<file path="src/rtl/gfx_pkg.sv">
// Shared graphics types and constants for the sprite/VGA pipeline.
package gfx_pkg;

  // 8-bit RGB332 pixel colour.
  typedef logic [7:0] rgb332_t;

  // Colour code that bitmaps never present together with a drawing request.
  localparam rgb332_t TRANSPARENT_RGB = 8'hFF;

  // Largest number of sprite layers the compositor is built for.
  localparam int MAX_LAYERS = 8;

endpackage

</file>
<file path="src/rtl/sprite_compositor_if.sv">
// Bitmap-to-compositor bus: layer requests/colours and background in, composited pixel and
// collision pulses out. The master is the producer side (bitmaps, background, game controller).
interface sprite_compositor_if import gfx_pkg::*; #(
  parameter int NUM_LAYERS = 4
) ();

  logic                    startOfFrame;
  logic [NUM_LAYERS-1:0]   layerDR;
  logic [NUM_LAYERS*8-1:0] layerRGB;
  rgb332_t                 bgRGB;
  rgb332_t                 RGBOut;
  logic                    anyDR;
  logic [NUM_LAYERS-1:0]   collisionPulse;
  logic                    collisionAny;

  modport master (
    output startOfFrame, layerDR, layerRGB, bgRGB,
    input  RGBOut, anyDR, collisionPulse, collisionAny
  );

  modport slave (
    input  startOfFrame, layerDR, layerRGB, bgRGB,
    output RGBOut, anyDR, collisionPulse, collisionAny
  );

endinterface

</file>
<file path="src/rtl/collision_frame_latch.sv">
// Per-pair collision tracker: remembers whether the pair already overlapped this frame and
// emits a single registered pulse on the first overlap of each frame.
module collision_frame_latch (
  input  logic clk,
  input  logic resetN,
  input  logic start_of_frame,
  input  logic overlap,
  output logic pulse
);

  logic hit;
  logic hit_cleared;

  // The frame-start clear takes effect before the overlap is considered, so an overlap on the
  // first pixel of a frame counts as that frame's first hit.
  always_comb begin
    hit_cleared = hit & ~start_of_frame;
  end

  // Frame flag and one-shot pulse register.
  always_ff @(posedge clk or negedge resetN) begin
    if (!resetN) begin
      hit   <= 1'b0;
      pulse <= 1'b0;
    end else begin
      // NOTE: non-blocking assignments here so both registers sample the same pre-edge values.
      hit   <= hit_cleared | overlap;
      pulse <= overlap & ~hit_cleared;
    end
  end

endmodule

</file>
<file path="src/rtl/sprite_compositor.sv">
// Sprite compositor: fixed-priority pixel mux over the sprite layers with a delayed background
// fallback, registered VGA pixel output, and per-frame collision pulses between layer 0 and
// every other layer.
module sprite_compositor import gfx_pkg::*; #(
  parameter int      NUM_LAYERS  = 4,
  parameter rgb332_t TRANSPARENT = TRANSPARENT_RGB,
  parameter int      BG_DELAY    = 1
) (
  input  logic               clk,
  input  logic               resetN,
  sprite_compositor_if.slave bus
);

  rgb332_t               bg_aligned;
  rgb332_t               win_rgb;
  logic                  win_dr;
  logic [NUM_LAYERS-1:0] pulse;

  // Background alignment: bgRGB is combinational from the pixel coordinates, whereas the layer
  // inputs arrive registered, so the background is delayed to match.
  if (BG_DELAY == 0) begin : g_bg_wire
    assign bg_aligned = bus.bgRGB;
  end else begin : g_bg_pipe
    rgb332_t bg_pipe [BG_DELAY];

    // Shift the background colour through BG_DELAY stages.
    always_ff @(posedge clk or negedge resetN) begin
      if (!resetN) begin
        // NOTE: this array is a handful of flops, not a RAM, so resetting it costs nothing special.
        for (int i = 0; i < BG_DELAY; i++) bg_pipe[i] <= '0;
      end else begin
        bg_pipe[0] <= bus.bgRGB;
        for (int i = 1; i < BG_DELAY; i++) bg_pipe[i] <= bg_pipe[i-1];
      end
    end

    assign bg_aligned = bg_pipe[BG_DELAY-1];
  end

  // Priority select: scanning from the top index down lets the lowest requesting layer win.
  always_comb begin
    // NOTE: defaults first so every path assigns both outputs and no latch is inferred.
    win_rgb = bg_aligned;
    win_dr  = 1'b0;
    for (int i = NUM_LAYERS - 1; i >= 0; i--) begin
      if (bus.layerDR[i]) begin
        win_rgb = bus.layerRGB[8*i +: 8];
        win_dr  = 1'b1;
      end
    end
  end

  // Registered pixel output toward the VGA stage.
  always_ff @(posedge clk or negedge resetN) begin
    if (!resetN) begin
      bus.RGBOut <= '0;
      bus.anyDR  <= 1'b0;
    end else begin
      bus.RGBOut <= win_rgb;
      bus.anyDR  <= win_dr;
    end
  end

  // One frame latch per (layer 0, layer i) pair; layer 0 never collides with itself.
  assign pulse[0] = 1'b0;

  for (genvar i = 1; i < NUM_LAYERS; i++) begin : g_pair
    collision_frame_latch u_latch (
      .clk            (clk),
      .resetN         (resetN),
      .start_of_frame (bus.startOfFrame),
      .overlap        (bus.layerDR[0] & bus.layerDR[i]),
      .pulse          (pulse[i])
    );
  end

  assign bus.collisionPulse = pulse;
  assign bus.collisionAny   = |pulse;

  // Elaboration sanity and upstream contract: layer count in range, and a requesting layer
  // never presents the transparent colour.
  a_layer_range : assert property (@(posedge clk)
    (NUM_LAYERS >= 2) && (NUM_LAYERS <= MAX_LAYERS));

  for (genvar i = 0; i < NUM_LAYERS; i++) begin : g_chk
    a_no_transparent : assert property (@(posedge clk) disable iff (!resetN)
      bus.layerDR[i] |-> (bus.layerRGB[8*i +: 8] != TRANSPARENT));
  end

endmodule

</file>
<file path="src/flat_wrapper.sv">
// flat-port wrapper written by rule: the top's interface ports become plain ports
module sprite_compositor_flat import gfx_pkg::*;
#(
  parameter int      NUM_LAYERS  = 4,
  parameter rgb332_t TRANSPARENT = TRANSPARENT_RGB,
  parameter int      BG_DELAY    = 1
)
  (clk, resetN, bus_startOfFrame, bus_layerDR, bus_layerRGB, bus_bgRGB, bus_RGBOut, bus_anyDR, bus_collisionPulse, bus_collisionAny);
  sprite_compositor_if #(.NUM_LAYERS(NUM_LAYERS)) bus_i ();
  input  logic clk;
  input  logic resetN;
  input wire logic [$bits(bus_i.startOfFrame)-1:0] bus_startOfFrame;
  input wire logic [$bits(bus_i.layerDR)-1:0] bus_layerDR;
  input wire logic [$bits(bus_i.layerRGB)-1:0] bus_layerRGB;
  input wire logic [$bits(bus_i.bgRGB)-1:0] bus_bgRGB;
  output wire logic [$bits(bus_i.RGBOut)-1:0] bus_RGBOut;
  output wire logic [$bits(bus_i.anyDR)-1:0] bus_anyDR;
  output wire logic [$bits(bus_i.collisionPulse)-1:0] bus_collisionPulse;
  output wire logic [$bits(bus_i.collisionAny)-1:0] bus_collisionAny;
  assign bus_i.startOfFrame = bus_startOfFrame;
  assign bus_i.layerDR = bus_layerDR;
  assign bus_i.layerRGB = bus_layerRGB;
  assign bus_i.bgRGB = bus_bgRGB;
  assign bus_RGBOut = bus_i.RGBOut;
  assign bus_anyDR = bus_i.anyDR;
  assign bus_collisionPulse = bus_i.collisionPulse;
  assign bus_collisionAny = bus_i.collisionAny;
  sprite_compositor #(.NUM_LAYERS(NUM_LAYERS), .TRANSPARENT(TRANSPARENT), .BG_DELAY(BG_DELAY)) u_core (.clk(clk), .resetN(resetN), .bus(bus_i));
endmodule
</file>
<file path="config.mk">
export PLATFORM = sky130hd
export DESIGN_NAME = sprite_compositor_flat
export DESIGN_NICKNAME = d
export VERILOG_FILES = /design/src/rtl/gfx_pkg.sv /design/src/rtl/sprite_compositor_if.sv /design/src/rtl/collision_frame_latch.sv /design/src/rtl/sprite_compositor.sv /design/src/flat_wrapper.sv
export SDC_FILE = /design/constraint.sdc
export NUM_CORES = 1
export LEC_CHECK = 0
export ABC_AREA = 1
export BUFFER_PORTS_ARGS = -buffer_cell sky130_fd_sc_hd__buf_2
export CORE_ASPECT_RATIO = 0.9
export CORE_MARGIN = 3
export CORE_UTILIZATION = 42
export DETAILED_ROUTE_END_ITERATION = 10
export PLACE_DENSITY = 0.87
export RECOVER_POWER = 100
export SLEW_MARGIN = 20
export SYNTH_ARGS = -nofsm -noshare
export SYNTH_HDL_FRONTEND = slang
export SYNTH_SLANG_ARGS = --single-unit
</file>
<file path="constraint.sdc">
create_clock -name clk -period 1.1 [get_ports clk]
set_input_delay 0.11 -clock clk [delete_from_list [all_inputs] [get_ports clk]]
set_output_delay 0.11 -clock clk [all_outputs]
set_load 0.05 [all_outputs]
</file>
# ---- Word-level counts from Yosys, hierarchy flattened
# Cells that the tools add are included.
dict set report totals {
  ram_bits 0
  register_bits 23
  mem_bits_ro 0
  latchBits 0
  memories 0
}
dict set report classes {
  n_div 0
  multipliers 0
  shift 0
  bitwise 16
  mux 8
  addsub 0
  eq_ne 0
  magnitude_cmp 0
  n_reduce_logical 1
}
# op count
set ops {}
lappend ops {{8-bit 2-to-1 mux} 4}
lappend ops {{1-bit bitwise AND} 9}
lappend ops {{1-bit 2-to-1 mux} 4}
lappend ops {{1-bit NOT} 4}
lappend ops {{1-bit OR} 3}
lappend ops {{3-bit OR reduction} 1}

# ---- Logic depth before layout (Yosys ltp)
# Gate-level depths: netlist of run 1.
dict set report depth {
  depth_word 4
  mapped_depth 6
}

# ---- By module
# From an unflattened synthesis of run 1, not the netlist that was laid out.
dict set report unflattened {
  cells_unflattened 115
  hier_area_um2 1078.5
}
# mod area_each_um2 cells_each instances seq_area_each_um2
set modules_own_cells {}
lappend modules_own_cells {sprite_compositor 857.1 94 1 425.4}
lappend modules_own_cells {collision_frame_latch 73.8 7 3 50.0}

# ---- Least setup slack after synthesis of run 1
# OpenSTA, ideal clock, no wires.
dict set report synth_timing {
  path_type {register to output}
  startpoint {register u_core.g_pair[2].u_latch.pulse}
  endpoint {output port bus_collisionAny}
  arrival_time_ps 935
  required_ps 990
  slack_ps 55
  path_stages_with_launch 2
  n_path_buf 0
  cell_sequence {dfrtp_1 > or3_1}
}
dict set report synth_between {
  elab_chain_cells 1
}
# element line_no
set synth_lines {}
lappend synth_lines {{start, declared} collision_frame_latch.sv:8} ;# output logic pulse
lappend synth_lines {{start signal, assigned} collision_frame_latch.sv:28} ;# pulse <= overlap & ~hit_cleared;
lappend synth_lines {{3-bit OR reduction} sprite_compositor.sv:78} ;# assign bus.collisionAny = |pulse;
lappend synth_lines {{end, declared} flat_wrapper.sv:19} ;# output wire logic [$bits(bus_i.collisionAny)-1:0] bus_collisionAny;
# Every way passes these cells.

# ---- Worst setup path in the final report of run 1
# Ends and elaborated chain as after synthesis.

==> reports/results.tsv, run 1 <==
metric	value	unit
avgRoutedWirePerCell	11.5	microns
yosys_register_bits	23	
num_vias	968	
cp_slowest_cell	dfrtp_1	
synthCells	115	
cts_tree	built	
hold_viol	0	
grt_setup_unrepaired	true	
dpl.hpwl	1860	microns
final_area	1420	sq um
grt_pass1_wl	3810	microns
clk_path_buf_depth	2	
cts.sinks	23	
outcome	finished with violations	
slew_violations	0	
max-slew-margin-rel	64.5	%
finalSetupViolCount	1	
gp_congestion	0.785	
postPlaceCellArea	1310	sq um
port_buffers	59	
path_clk_slew	130	ps
cp_cell_sequence	or3_1 -> buf_6	
area_delta_synth_final	35.7	%
p_per_area	1240	nW/um^2
grt_overflow	0	
syn_area	1040	sq um
fin_ws	-246	ps
drc	0	
dieHeight	53.3	microns
drive_gt1_share	37.4	%
synth_area_leader_cell	dfrtp_1	
worst_pin_slew	533	ps
vias_per_cell	4.70	
maxCapViolCount	0	
final_cell_mix	49 x buf_2, 38 x nand2_1, 23 x dfrtp_1	
synth_area_leaders	dfrtp_1 55%, nand2_1 14%, a21oi_1 4.3%	
grt_max_degree	24	
rows	16	
cts_buffers	3	
dr.pass1.iters	4	
initialDrtViolationCount	33	
post-cts-setup-buffers	0	
htree_levels	1	
start_util	46.1	%
hp-class	primary input to flop	
required	990	ps
crit_type	flop to output port	
ant_nets	0	
ir_worst_vdd	0.777	mV
ioPinCount	61	
clock.fmax	743	MHz
clock_skew	5.60	ps
avgSynthCellArea	9.07	sq um
clock_tree.root_cell	clkbuf_4	
seq_area_frac_synth	55.2	%
die-area	3120	sq um
totalPowerFinal	0.00176	W
finalCritPeriodShare	122	%
cp.arrival	1240	ps
dp.cells	193	
start_kind	flop	
path_max_fanout	2	
crit_path_max_incr_delay	390	ps
cp-end-kind	output port	
synthesis.nets	162	
grt_usage	16.2	%
ys_types	17	
antenna_cells	0	
stdcell_count	206	
violations	negative setup slack	
p_leak	0.779	nW
fin_nets	227	
layout_min_cycle_time	1350	ps
grt_pass1_vias	950	
fill_cells	197	
antenna_found_initial	0	
clk_latency	300	ps
mostFrequentLayoutCell	buf_2	
coreArea	2260	sq um
yosysWarnings	0	
routed_wl	2370	microns
die_x	58.5	microns
synth_top_area_share	55.2	%
[per-layer routing]
| metal | vias to the layer above | wire [microns] | global-route usage, % |
|---|---|---|---|
| li1 | 494 | - | - |
| met1 | 428 | 1010 | 19.1 |
| met2 | 42 | 1170 | 29.4 |
| met3 | 4 | 158 | 2.68 |
| met4 | 0 | 25 | 5.79 |
| met5 | - | 0 | 0 |
[metrics by stage]
step	hold slack [ps]	setup TNS [ps]	setup slack, ps	utilization [%]
floorplan	-186	0	54.6	-
global placement	87.7	0	82.4	57.8
detailed placement	98.5	0	76.6	57.8
CTS	11.8	-243	-243	63.3
global route	25.6	-278	-278	62.6
finish	18.5	-246	-246	62.6
[final cells by class]
class                           instances  area, sq um  share of cell area (%)
Clock inverter                          1         5.00                   0.353
Inverter                                8         30.0                    2.12
Timing Repair Buffer                   68          392                    27.7
Clock buffer                            3         22.5                    1.59
Sequential cell                        23          576                    40.6
Multi-Input combinational cell         76          358                    25.3
Tap cell                               27         33.8                    2.39
[cell usage after synthesis (all sizes together)]
library cell / number
nand2: 38
dfrtp: 23
a21oi: 12
nand3: 9
buf: 8
inv: 8
a22oi: 5
nor2: 5
o21a: 5
conb: 1
or3: 1
[power by group]
part	switching, W	leakage (nW)	internal [W]
sequential	0.0000181	0.272	0.000904
clock	0.000249	0.0177	0.000135
combinational	0.000295	0.489	0.000159
total	0.000562	0.779	0.00120
[repair_timing]
action / 4_1_cts / 5_1_grt
pin swaps: 1 / 1
resized for setup: 2 / 0
endpoints found under the hold margin: 31 / 0
hold buffers: 9 / 0
setup endpoints to repair: 1 / 1
[critical path: cells and delay by family, from the launching register on]
family / cells / cell delay, ps
flops: 1 / 390
simple gates: 1 / 380
buf+inv: 1 / 160
[logic make-up after synthesis]
kind of cell | Yosys count | share of synthesized area (%)
AND/OR/NAND/NOR | 53 | 21.3
flip-flops | 23 | 55.2
AO/OA/AOI/OAI | 22 | 14.0
buffers and inverters | 16 | 9.11
other | 1 | 0.359
[flip-flops by register name, indices dropped and copies added, names as in the netlist]
name / count
u_core.g_pair.u_latch.pulse: 3
u_core.bus.anyDR: 1
u_core.bg_aligned: 8
u_core.g_pair.u_latch.hit: 3
u_core.bus.RGBOut: 8
[worst paths after layout]
check | start | endpoint | slack (ps) | cells after the start
max | u_core.g_pair[2].u_latch.pulse | bus_collisionAny | -250 | 2
max in group asynchronous | resetN | u_core.bus.RGBOut[4] | 430 | 2
min in group asynchronous | resetN | u_core.bg_aligned[2] | 310 | 2
min | bus_layerRGB[13] | u_core.bus.RGBOut[5] | 20 | 3
max reg2reg | u_core.bg_aligned[3] | u_core.bus.RGBOut[3] | 340 | 4
min reg2reg | u_core.g_pair[1].u_latch.hit | u_core.g_pair[1].u_latch.pulse | 450 | 1
Note: power is estimated with default switching activity, not from simulation.
==> run 2, diff against run 1 <==
--- a/config.mk
+++ b/config.mk
@@ -7,11 +7,11 @@
 export LEC_CHECK = 0
 export ABC_AREA = 1
 export BUFFER_PORTS_ARGS = -buffer_cell sky130_fd_sc_hd__buf_2
-export CORE_ASPECT_RATIO = 0.9
+export CORE_ASPECT_RATIO = 1.4
 export CORE_MARGIN = 3
-export CORE_UTILIZATION = 42
+export CORE_UTILIZATION = 30
 export DETAILED_ROUTE_END_ITERATION = 10
-export PLACE_DENSITY = 0.87
+export PLACE_DENSITY = 0.69
 export RECOVER_POWER = 100
 export SLEW_MARGIN = 20
 export SYNTH_ARGS = -nofsm -noshare
==> run 2 against run 1 <==
Net effect: the run still ends with negative setup slack left; non-clock buffer count did not move; utilization fell by 17 points; largest cell class unchanged; critical path type unchanged; power is 8.3% higher; largest power group unchanged.
==> reports/results.tsv, run 2 (synthesis results as in run 1) <==
metric	value	unit	change
maxCapViolCount	0		unchanged
gp_congestion	0.822		was 0.785
cts_buffers	3		unchanged
fin_ws	-194	ps	was -246 ps
avgRoutedWirePerCell	11.0	microns	was 11.5 microns
globalRouteMet2Util	21.8	%	was 29.4%
coreArea	3210	sq um	was 2260 sq um
routed_wl	2410	microns	was 2370 microns
cp_slowest_cell	dfrtp_1		unchanged
area_delta_synth_final	39.2	%	was 35.7%
mostFrequentLayoutCell	buf_2		unchanged
dieHeight	75.8	microns	was 53.3 microns
grt_usage	11.5	%	was 16.2%
required	990	ps	about the same
ioPinCount	61		unchanged
violations	negative setup slack		unchanged
initialDrtViolationCount	12		was 33
die-area	4230	sq um	was 3120 sq um
clock.fmax	773	MHz	was 743 MHz
finalCritPeriodShare	118	%	was 122%
hp-class	primary input to flop		unchanged
p_leak	0.784	nW	was 0.779 nW
antenna_found_initial	0		unchanged
clk_path_buf_depth	2		unchanged
start_kind	flop		unchanged
gr-usage-met3	2.71	%	was 2.68%
outcome	finished with violations		unchanged
cp.arrival	1180	ps	was 1240 ps
max-slew-margin-rel	62.9	%	was 64.5%
cp-end-kind	output port		unchanged
grt_pass1_wl	3890	microns	was 3810 microns
dr.pass1.iters	4		unchanged
cts.sinks	23		unchanged
grt_setup_unrepaired	true		unchanged
layout_min_cycle_time	1290	ps	was 1350 ps
antenna_cells	0		unchanged
grt_max_degree	24		unchanged
holdWs	62.4	ps	was 18.5 ps
clock_skew	7.34	ps	was 5.60 ps
drive_gt1_share	37.4	%	unchanged
p_per_area	1310	nW/um^2	was 1240 nW/um^2
fill_cells	342		was 197
die_x	55.8	microns	was 58.5 microns
grt_pass1_vias	994		was 950
cp_cell_sequence	or3_1 -> buf_6		unchanged
finalSetupViolCount	1		unchanged
path_clk_slew	90	ps	was 130 ps
dpl.hpwl	1850	microns	was 1860 microns
slew_violations	0		unchanged
worst_pin_slew	556	ps	was 533 ps
post-place-ws	81.2	ps	was 76.6 ps
cts_tree	built		unchanged
clock_tree.root_cell	clkbuf_8		was clkbuf_4
ir_worst_vdd	0.736	mV	was 0.777 mV
grt_use_met1	13.1	%	was 19.1%
final_cell_mix	47 x buf_2, 38 x nand2_1, 23 x dfrtp_1		was 49 x buf_2, 38 x nand2_1, 23 x dfrtp_1
num_vias	931		was 968
clk_latency	260	ps	was 300 ps
port_buffers	59		unchanged
ant_nets	0		unchanged
start_util	32.5	%	was 46.1%
fin_nets	227		unchanged
drc	0		unchanged
post-cts-setup-buffers	0		unchanged
htree_levels	1		unchanged
vias_per_cell	4.27		was 4.70
grt_overflow	0		unchanged
crit_type	flop to output port		unchanged
path_max_fanout	2		unchanged
busiest_layer	met2		unchanged
crit_path_max_incr_delay	380	ps	was 390 ps
hold_viol	0		unchanged
rows	24		was 16
==> run 2: power breakdown <==
part	internal (W)	switching, W	total [W]
Combinational	0.000159	0.000293	0.000452
Clock	0.000256	0.000277	0.000533
Sequential	0.000903	0.0000174	0.000921
==> run 2: area by class of cell <==
class                   count  area, sq um  share of cell area [%]
repair buffers             68          392                    27.0
inverters                   8         30.0                    2.07
multi-input cells          76          358                    24.6
clock inverters             1         7.51                   0.517
well taps                  39         48.8                    3.36
clock buffers               3         41.3                    2.84
flip-flops and latches     23          576                    39.6
==> run 2: worst paths after layout <==
path	startpoint	end	slack (ps)	cells after the start
min in group asynchronous	resetN	u_core.bg_aligned[3]	370	2
setup reg to reg	u_core.bg_aligned[0]	u_core.bus.RGBOut[0]	350	4
max in group asynchronous	resetN	u_core.bus.RGBOut[5]	360	2
hold / removal	bus_layerRGB[13]	u_core.bus.RGBOut[5]	60	3
hold reg to reg	u_core.g_pair[1].u_latch.hit	u_core.g_pair[1].u_latch.pulse	450	1
setup / recovery	u_core.g_pair[2].u_latch.pulse	bus_collisionAny	-190	2
==> run 2: metrics by stage <==
| stage | cells | cell area, sq um | power, W | util, % | setup TNS (ps) |
|---|---|---|---|---|---|
| after CTS | 218 | 1470 | 0.00195 | 45.7 | -201 |
| final | 218 | 1450 | 0.00191 | 45.2 | -194 |
| after global placement | 205 | 1320 | 0.00137 | 41.2 | 0 |
| after global routing | 218 | 1450 | 0.00201 | 45.2 | -241 |
| after detailed placement | 205 | 1320 | 0.00137 | 41.2 | 0 |
| after floorplan | 115 | 1040 | 0.00123 | - | 0 |
==> run 2: layer usage <==
metal | up-vias | wire (microns) | part of all wire [%]
li1 | 494 | - | -
met1 | 400 | 947 | 39
met2 | 37 | 1280 | 53
met3 | 0 | 175 | 7.3
met4 | 0 | 0 | 0
met5 | - | 0 | 0
==> run 2: worst max-delay path, delay by kind of cell (launching register included) <==
kind                   cells  cell delay, ps
and+or+nand+nor            1             380
buffers and inverters      1             160
DFF                        1             380
==> run 2: repair_timing <==
action,in CTS,in global routing
hold buffers,9,0
pin swaps,1,1
endpoints found under the hold margin,31,0
endpoints found under the setup margin,1,1
resized for setup,2,0
